## src/rtl/width_adj_pkg.sv

```systemverilog
// rtl/width_adj_pkg.sv - shared state encoding and saturation limit helper for width_adj_stream
`timescale 1ns/1ps
package width_adj_pkg;

    localparam logic [1:0] ST_EMPTY = 2'd0;
    localparam logic [1:0] ST_BUSY  = 2'd1;
    localparam logic [1:0] ST_FULL  = 2'd2;

    typedef enum logic [1:0] {
        EMPTY = ST_EMPTY,
        BUSY  = ST_BUSY,
        FULL  = ST_FULL
    } state_t;

    // Two's-complement limit pattern for a word of the given width:
    // min (1000..0) when want_min is set, otherwise max (0111..1).
    // Callers keep only the low 'width' bits.
    function automatic logic [63:0] signed_limit(input int width, input logic want_min);
        logic [63:0] one;
        one = 64'd1;
        if (want_min) begin
            return one << (width - 1);
        end
        return (one << (width - 1)) - 64'd1;
    endfunction

endpackage

```

## src/rtl/width_adj_lane.sv

```systemverilog
// rtl/width_adj_lane.sv - combinational extend/truncate/saturate of one channel word
`timescale 1ns/1ps
module width_adj_lane
    import width_adj_pkg::*;
#(
    parameter int WORD_WIDTH_IN  = 8,
    parameter int WORD_WIDTH_OUT = 12,
    parameter int SIGNED         = 0,
    parameter int SATURATE       = 0
) (
    input  logic [WORD_WIDTH_IN-1:0]  i_word,
    output logic [WORD_WIDTH_OUT-1:0] o_word,
    output logic                      o_overflow
);

    localparam int PAD = WORD_WIDTH_OUT - WORD_WIDTH_IN;

    generate
        if (PAD == 0) begin : g_pass
            assign o_word     = i_word;
            assign o_overflow = 1'b0;
        end else if (PAD > 0) begin : g_extend
            logic w_fill;
            assign w_fill     = (SIGNED != 0) ? i_word[WORD_WIDTH_IN-1] : 1'b0;
            assign o_word     = {{PAD{w_fill}}, i_word};
            assign o_overflow = 1'b0;
        end else begin : g_narrow
            logic                      w_ovf;
            logic [WORD_WIDTH_OUT-1:0] w_sat;
            if (SIGNED == 0) begin : g_unsigned
                // Any set bit above the kept range means the value does not fit.
                assign w_ovf = |i_word[WORD_WIDTH_IN-1:WORD_WIDTH_OUT];
                assign w_sat = '1;
            end else begin : g_signed
                localparam logic [WORD_WIDTH_OUT-1:0] SMAX =
                    WORD_WIDTH_OUT'(signed_limit(WORD_WIDTH_OUT, 1'b0));
                localparam logic [WORD_WIDTH_OUT-1:0] SMIN =
                    WORD_WIDTH_OUT'(signed_limit(WORD_WIDTH_OUT, 1'b1));
                // Dropped bits plus the new sign bit must all be copies of the sign.
                logic [WORD_WIDTH_IN-WORD_WIDTH_OUT:0] w_top;
                assign w_top = i_word[WORD_WIDTH_IN-1:WORD_WIDTH_OUT-1];
                assign w_ovf = !((&w_top) || !(|w_top));
                assign w_sat = i_word[WORD_WIDTH_IN-1] ? SMIN : SMAX;
            end
            assign o_word     = (w_ovf && (SATURATE != 0)) ? w_sat : i_word[WORD_WIDTH_OUT-1:0];
            assign o_overflow = w_ovf;
        end
    endgenerate

endmodule

```

## src/rtl/width_adj_stream.sv

```systemverilog
// rtl/width_adj_stream.sv - multi-channel width adjuster behind a 2-entry valid/ready skid buffer
`timescale 1ns/1ps
module width_adj_stream
    import width_adj_pkg::*;
#(
    parameter int WORD_WIDTH_IN  = 8,
    parameter int WORD_WIDTH_OUT = 12,
    parameter int CHANNELS       = 4,
    parameter int SIGNED         = 0,
    parameter int SATURATE       = 0
) (
    input  logic                               clock,
    input  logic                               reset_n,
    input  logic                               input_valid,
    output logic                               input_ready,
    input  logic [CHANNELS*WORD_WIDTH_IN-1:0]  input_data,
    output logic                               output_valid,
    input  logic                               output_ready,
    output logic [CHANNELS*WORD_WIDTH_OUT-1:0] output_data,
    output logic [CHANNELS-1:0]                output_overflow,
    output logic                               overflow_sticky,
    input  logic                               overflow_clear
);

    localparam int DW = CHANNELS * WORD_WIDTH_OUT;

    logic [DW-1:0]       w_conv_data;
    logic [CHANNELS-1:0] w_conv_ovf;

    state_t              r_state;
    state_t              w_next_state;
    logic                r_in_ready;
    logic [DW-1:0]       r_main_data;
    logic [CHANNELS-1:0] r_main_ovf;
    logic [DW-1:0]       r_skid_data;
    logic [CHANNELS-1:0] r_skid_ovf;
    logic                r_sticky;

    logic                w_accept;
    logic                w_out_xfer;
    logic                w_load_main_in;
    logic                w_load_main_skid;
    logic                w_load_skid;

    generate
        for (genvar k = 0; k < CHANNELS; k++) begin : g_lane
            width_adj_lane #(
                .WORD_WIDTH_IN  (WORD_WIDTH_IN),
                .WORD_WIDTH_OUT (WORD_WIDTH_OUT),
                .SIGNED         (SIGNED),
                .SATURATE       (SATURATE)
            ) u_lane (
                .i_word     (input_data[k*WORD_WIDTH_IN +: WORD_WIDTH_IN]),
                .o_word     (w_conv_data[k*WORD_WIDTH_OUT +: WORD_WIDTH_OUT]),
                .o_overflow (w_conv_ovf[k])
            );
        end
    endgenerate

    assign w_accept   = input_valid && r_in_ready;
    assign w_out_xfer = (r_state != EMPTY) && output_ready;

    // Next state and which register loads, from occupancy and both handshakes.
    always_comb begin
        w_next_state     = r_state;
        w_load_main_in   = 1'b0;
        w_load_main_skid = 1'b0;
        w_load_skid      = 1'b0;
        case (r_state)
            EMPTY: begin
                if (w_accept) begin
                    w_next_state   = BUSY;
                    w_load_main_in = 1'b1;
                end
            end
            BUSY: begin
                if (w_accept && w_out_xfer) begin
                    w_load_main_in = 1'b1;
                end else if (w_accept) begin
                    w_next_state = FULL;
                    w_load_skid  = 1'b1;
                end else if (w_out_xfer) begin
                    w_next_state = EMPTY;
                end
            end
            FULL: begin
                if (w_out_xfer) begin
                    w_next_state     = BUSY;
                    w_load_main_skid = 1'b1;
                end
            end
            default: w_next_state = EMPTY;
        endcase
    end

    // State register; input_ready is registered so output_ready never reaches it combinationally.
    always_ff @(posedge clock or negedge reset_n) begin
        if (!reset_n) begin
            r_state    <= EMPTY;
            r_in_ready <= 1'b1;
        end else begin
            r_state    <= w_next_state;
            r_in_ready <= (w_next_state != FULL);
        end
    end

    // Main and skid registers; main only changes on a load, so outputs hold under backpressure.
    always_ff @(posedge clock or negedge reset_n) begin
        if (!reset_n) begin
            r_main_data <= '0;
            r_main_ovf  <= '0;
            r_skid_data <= '0;
            r_skid_ovf  <= '0;
        end else begin
            if (w_load_main_in) begin
                r_main_data <= w_conv_data;
                r_main_ovf  <= w_conv_ovf;
            end else if (w_load_main_skid) begin
                r_main_data <= r_skid_data;
                r_main_ovf  <= r_skid_ovf;
            end
            if (w_load_skid) begin
                r_skid_data <= w_conv_data;
                r_skid_ovf  <= w_conv_ovf;
            end
        end
    end

    // Sticky overflow: an overflowing accept outranks a clear in the same cycle.
    always_ff @(posedge clock or negedge reset_n) begin
        if (!reset_n) begin
            r_sticky <= 1'b0;
        end else if (w_accept && (|w_conv_ovf)) begin
            r_sticky <= 1'b1;
        end else if (overflow_clear) begin
            r_sticky <= 1'b0;
        end
    end

    assign input_ready     = r_in_ready;
    assign output_valid    = (r_state != EMPTY);
    assign output_data     = r_main_data;
    assign output_overflow = r_main_ovf;
    assign overflow_sticky = r_sticky;

endmodule

```

## config.mk

```make
export PLATFORM = sky130hd
export DESIGN_NAME = width_adj_stream
export DESIGN_NICKNAME = d
export VERILOG_FILES = /design/src/rtl/width_adj_pkg.sv /design/src/rtl/width_adj_lane.sv /design/src/rtl/width_adj_stream.sv
export SDC_FILE = /design/constraint.sdc
export NUM_CORES = 1
export LEC_CHECK = 0
export CORE_UTILIZATION = 32
export CTS_CLUSTER_DIAMETER = 50
export CTS_CLUSTER_SIZE = 30
export DETAILED_ROUTE_END_ITERATION = 8
export RECOVER_POWER = 50
export SLEW_MARGIN = 0
export SYNTH_ARGS = -nofsm -noshare
export SYNTH_HDL_FRONTEND = slang
export SYNTH_SLANG_ARGS = --single-unit
```

## constraint.sdc

```tcl
create_clock -name clock -period 2.75 [get_ports clock]
set_input_delay 0.55 -clock clock [delete_from_list [all_inputs] [get_ports clock]]
set_output_delay 0.55 -clock clock [all_outputs]
set_load 0.005 [all_outputs]
```

==> qor.txt, run 1 <==
status = finished with violations
failing checks = capacitance limit, slew limit
layout cell share with drive strength beyond 1 = 0.419
combinational cell fraction of total power = 0.411
Slew HR = -0.123
Reg clk slew, reported paths = 0.07 ns
register area share after synthesis = 0.528
hpwl dp = 3710 µm
Sw Share = 0.259
Synth warnings = 0
Clk pwr share = 0.180
htree depth = 3
# fillers = 918
Final ANT Viol Nets = 0
die area = 10300 µm²
Net count, final = 317
DRC Markers = 0
Fmax = 0.432 GHz
postcts setup bufs = 0
CP delay by family, top = buffers and inverters
leakage = 1.81 nW
Resize count post-CTS = 0
Peak supply drop = 0.414 mV
CTS tree = built
# diodes = 0
CP required = 2.96 ns
Placed Instance Area = 3940 µm²
Worst Path Class, Setup = input pin to flop
Num CTS Buffers = 9
Synth Cell Area = 3180 µm²
core box area = 9680 µm²
Max Slew Vio Count = 68
drt wl/cell = 13.8 µm
unrepaired setup endpoints after global routing = false
Die Width = 102 µm
MaxCap Viol Count = 1
gr ovfl total = 0
Reg power frac = 0.408
Sw Pwr = 1.10 mW
Crit path arrival time = 2.53 ns
Critical Path Fanout Max = 34
drt via density = 4.32
Final Hold Vio Count = 0
CP max-delay cell = clkbuf_2
via count = 1801
largest net degree at the start of global routing = 68
PwrDens = 1030 nW/µm²
worst-margin pin slew = 1.68 ns
FF+latch count, synth = 67
Detailed Route WL = 5770 µm
Clock Sinks = 67
fin area = 4090 µm²
initial antenna violation count = 0
min Tclk post-route = 2.32 ns
cell row count = 36
Root Buffer = clkbuf_8
DRT Pass-1 Iters = 3
I/O pin cnt = 92
Clk Latency, worst-skew pair = 0.33 ns
clk buf depth = 2
Post-CTS Hold Buffers = 0
unique cell type count in the Yosys netlist = 18
Internal Power = 3.13 mW
IO Port Bufs = 69
mean post-synth cell area = 15.4 µm²
die height = 102 µm
Tcrit/Tclk final = 0.843
Cells after Synth = 206
gr usage total = 0.121
worst clock skew = 0.00846 ns
setup TNS = 0 ns
Worst Setup End Kind = flop
Min-Delay Path Class = flop to flop
slowest cell delay on critical path = 0.76 ns
CP cell instances = clkdlybuf4s50_1, nand2b_1, nor3_4, clkbuf_2, mux2_2
first-pass GRT wire length = 9320 µm
area grow syn2layout = 28.8%
routability congestion estimate from global placement = 0.655
vias in the first global route = 1849
initial core utilization = 0.328
First DRT Iteration DRCs = 41
Final setup viols = 0
CP bufs+invs = 2
crit path launch type = input pin
-- per-stage QoR --
stage,total power [mW],std cells,worst slack [ns],util,hold slack (ns)
finish,4.23,417,0.433,0.423,0.503
global route,4.53,417,0.332,0.423,0.513
CTS,4.37,417,0.608,0.425,0.364
detailed placement,3.57,402,0.306,0.407,0.492
global placement,3.52,402,0.319,0.407,0.485
floorplan,2.83,226,0.994,-,0.254
-- path summary, 6_finish.rpt --
path	start	endpoint	slack [ns]	cells after the start
max reg2reg	input_ready$_DFF_PN1_	r_skid_data[42]$_DFFE_PN0P_	0.61	4
max	output_ready	r_skid_data[42]$_DFFE_PN0P_	0.43	5
max in group asynchronous	reset_n	r_skid_data[1]$_DFFE_PN0P_	1.09	1
min	r_skid_data[38]$_DFFE_PN0P_	r_skid_data[38]$_DFFE_PN0P_	0.50	1
min reg2reg	r_skid_data[38]$_DFFE_PN0P_	r_skid_data[38]$_DFFE_PN0P_	0.50	1
min in group asynchronous	reset_n	output_data[26]$_DFFE_PN0P_	0.66	1
-- power groups by stage --
| stage | clock network (mW) | registers [mW] | logic, mW |
|---|---|---|---|
| after floorplan | 0 | 1.72 | 1.11 |
| after global placement | 0 | 1.74 | 1.78 |
| after detailed placement | 0 | 1.75 | 1.82 |
| after CTS | 0.804 | 1.74 | 1.82 |
| after global routing | 0.840 | 1.80 | 1.90 |
| final | 0.763 | 1.73 | 1.74 |
-- placed cells by master (no fill, tap or decap), drive strengths merged --
master / n
or3b: 1
xnor2: 1
o21ai: 1
buf: 4
dlygate4sd3: 14
clkdlybuf4s50: 54
or2: 2
nor3: 1
nand2b: 1
clkinv: 2
mux2: 96
nand3b: 1
conb: 21
bufinv: 1
dfstp: 1
nor2: 1
clkbuf: 14
nand2: 1
dfrtp: 66
nor3b: 1
-- cell usage after synthesis --
| cell type | instances | area share |
|---|---|---|
| nand2b_2 | 1 | 0.0028 |
| buf_4 | 21 | 0.050 |
| mux2_4 | 30 | 0.14 |
| nor3b_1 | 1 | 0.0024 |
| or3b_1 | 1 | 0.0028 |
| nand2_1 | 1 | 0.0012 |
| dfstp_2 | 1 | 0.0083 |
| nor3_2 | 1 | 0.0031 |
| dfrtp_1 | 66 | 0.52 |
| nor2_1 | 1 | 0.0012 |
| nand3b_1 | 1 | 0.0024 |
| o21ai_0 | 1 | 0.0016 |
| xnor2_1 | 1 | 0.0028 |
| or2_2 | 2 | 0.0039 |
| buf_2 | 7 | 0.011 |
| conb_1 | 1 | 0.0012 |
| mux2_2 | 66 | 0.23 |
| buf_6 | 3 | 0.011 |
-- kinds of logic (layout without fill, tap and decap cells) --
group / count (synthesis) / count (layout) / synth area share
compound gates: 1 / 1 / 0.00157
simple gates: 9 / 9 / 0.0197
mux: 96 / 96 / 0.376
xor+xnor: 1 / 1 / 0.00276
buf+inv: 31 / 89 / 0.0713
other cells: 1 / 21 / 0.00118
flops: 67 / 67 / 0.528
-- area by class of cell --
class                      count  area, µm²  area share
timing repair buffer          74        721       0.176
tap                          133        166      0.0407
multi-input combinational    128       1350       0.330
clock inverter                 3       40.0     0.00978
sequential                    67       1680       0.410
clock buffer                  12        135      0.0330
-- metal layers --
layer  routed length (µm)  global-route usage  vias to the layer above
met2                 2890               0.205                       54
li1                     -                   -                      832
met4                   68              0.0468                        0
met3                  279              0.0400                        7
met1                 2530               0.142                      908
met5                    0                   0                        -
-- registers in the layout (all words and copies together), names as in the netlist --
signal	flops
output_data	32
r_skid_data	32
r_state	2
input_ready	1
Power figures use the tool's default switching activity.
==> run 2, diff against run 1 <==
clock period = 2.1 ns   (was 2.75 ns; I/O delays follow)
==> qor.txt, run 2 (synthesized netlist as in run 1, its figures left out) <==
pre-CTS WS = -0.0853 ns
Final Hold Vio Count = 0
cell row count = 36
CP max-delay cell = clkdlybuf4s50_1
Worst Setup End Kind = output pin
Sw Pwr = 1.46 mW
largest net degree at the start of global routing = 36
clk buf depth = 2
MaxCap Viol Count = 0
DRC Markers = 0
Tcrit/Tclk final = 0.947
Crit path arrival time = 1.57 ns
Max Slew Vio Count = 0
CP cell instances = or2_2, clkdlybuf4s50_1
area grow syn2layout = 31.9%
htree depth = 3
Net count, final = 322
routability congestion estimate from global placement = 0.621
Internal Power = 4.09 mW
Clk Latency, worst-skew pair = 0.33 ns
Detailed Route WL = 5990 µm
unrepaired setup endpoints after global routing = false
Worst Path Class, Setup = flop to output pin
Root Buffer = clkbuf_8
IO Port Bufs = 69
PwrDens = 1320 nW/µm²
slowest cell delay on critical path = 0.47 ns
Reg power frac = 0.409
Final ANT Viol Nets = 0
CP bufs+invs = 1
Fmax = 0.503 GHz
crit path launch type = flop
Reg clk slew, reported paths = 0.07 ns
gr ovfl total = 0
CTS tree = built
CP delay by family, top = buffers and inverters
worst-margin pin slew = 0.879 ns
drt wl/cell = 14.2 µm
Post-CTS Hold Buffers = 0
CP required = 1.68 ns
min Tclk post-route = 1.99 ns
die area = 10300 µm²
First DRT Iteration DRCs = 40
first-pass GRT wire length = 9650 µm
FF-to-FF setup slack = 0.34 ns
Die Width = 102 µm
drt via density = 4.23
gr usage total = 0.127
# diodes = 0
layout cell share with drive strength beyond 1 = 0.436
Sw Share = 0.263
Hold Slack = 0.183 ns
Resize count post-CTS = 0
via count = 1784
worst clock skew = 0.00635 ns
hpwl dp = 4000 µm
status = completed
Crit Reg-Reg Startpoint = input_ready$_DFF_PN1_
reg2reg end = output_data[18]$_DFFE_PN0P_
# fillers = 907
final setup margin = 0.112 ns
Slew HR = 0.414
vias in the first global route = 1873
die height = 102 µm
initial core utilization = 0.328
Num CTS Buffers = 9
Clk pwr share = 0.164
Min-Delay Path Class = input pin to async pin
postcts setup bufs = 0
Clock Sinks = 67
DRT Pass-1 Iters = 4
Critical Path Fanout Max = 6
core box area = 9680 µm²
initial antenna violation count = 0
I/O pin cnt = 92
leakage = 1.86 nW
Final setup viols = 0
most frequent cells in the layout = 66 x mux2_2, 66 x dfrtp_1, 54 x clkdlybuf4s50_1
Peak supply drop = 0.584 mV
combinational cell fraction of total power = 0.428
worst r2r path cells = 4
[run 2: cell types whose count changed in the layout (fill, tap and decap cells not counted), sizes merged]
cell / delta
clkinv: +1
buf: +5
bufinv: -1
[run 2: metal layers]
| metal | up-vias | global-route usage | part of all wire |
|---|---|---|---|
| met5 | - | 0 | 0 |
| met4 | 0 | 0.0334 | 0.0079 |
| met3 | 4 | 0.0518 | 0.061 |
| met2 | 53 | 0.206 | 0.50 |
| met1 | 890 | 0.155 | 0.43 |
| li1 | 837 | - | - |
[run 2: stage by stage]
| step | instances | total power [mW] | util | setup TNS [ns] | area (µm²) |
|---|---|---|---|---|---|
| global route | 422 | 5.95 | 0.433 | 0 | 4190 |
| detailed placement | 407 | 4.77 | 0.418 | -2.51 | 4050 |
| global placement | 407 | 4.69 | 0.418 | -2.25 | 4050 |
| finish | 422 | 5.54 | 0.433 | 0 | 4190 |
| floorplan | 226 | 3.70 | - | 0 | 3250 |
| CTS | 422 | 5.72 | 0.435 | 0 | 4210 |
[run 2: worst max-delay path by stage]
stage / slack, ns / to / cells after the start / from
floorplan: 0.42 / r_skid_data[0]$_DFFE_PN0P_ / 4 / input_ready$_DFF_PN1_
global placement: -0.08 / output_data[18]$_DFFE_PN0P_ / 5 / output_ready
detailed placement: -0.09 / output_data[16]$_DFFE_PN0P_ / 5 / output_ready
CTS: 0.07 / output_valid / 2 / r_state[1]$_DFF_PN0_
global route: 0.04 / output_valid / 2 / r_state[1]$_DFF_PN0_
finish: 0.11 / output_valid / 2 / r_state[1]$_DFF_PN0_
[run 2: area by class of cell]
type | count | area, µm² | share of cell area
Multi-Input combinational cell | 128 | 1360 | 0.323
Sequential cell | 67 | 1680 | 0.400
Timing Repair Buffer | 79 | 833 | 0.199
Clock buffer | 12 | 145 | 0.0346
Tap cell | 133 | 166 | 0.0397
Clock inverter | 3 | 15.0 | 0.00358
[run 2: power by group through the flow]
stage	sequential, mW	combinational (mW)	clock (mW)
detailed placement	2.30	2.48	0
CTS	2.28	2.48	0.963
finish	2.27	2.37	0.907
global placement	2.28	2.41	0
global route	2.37	2.57	1.01
floorplan	2.25	1.45	0
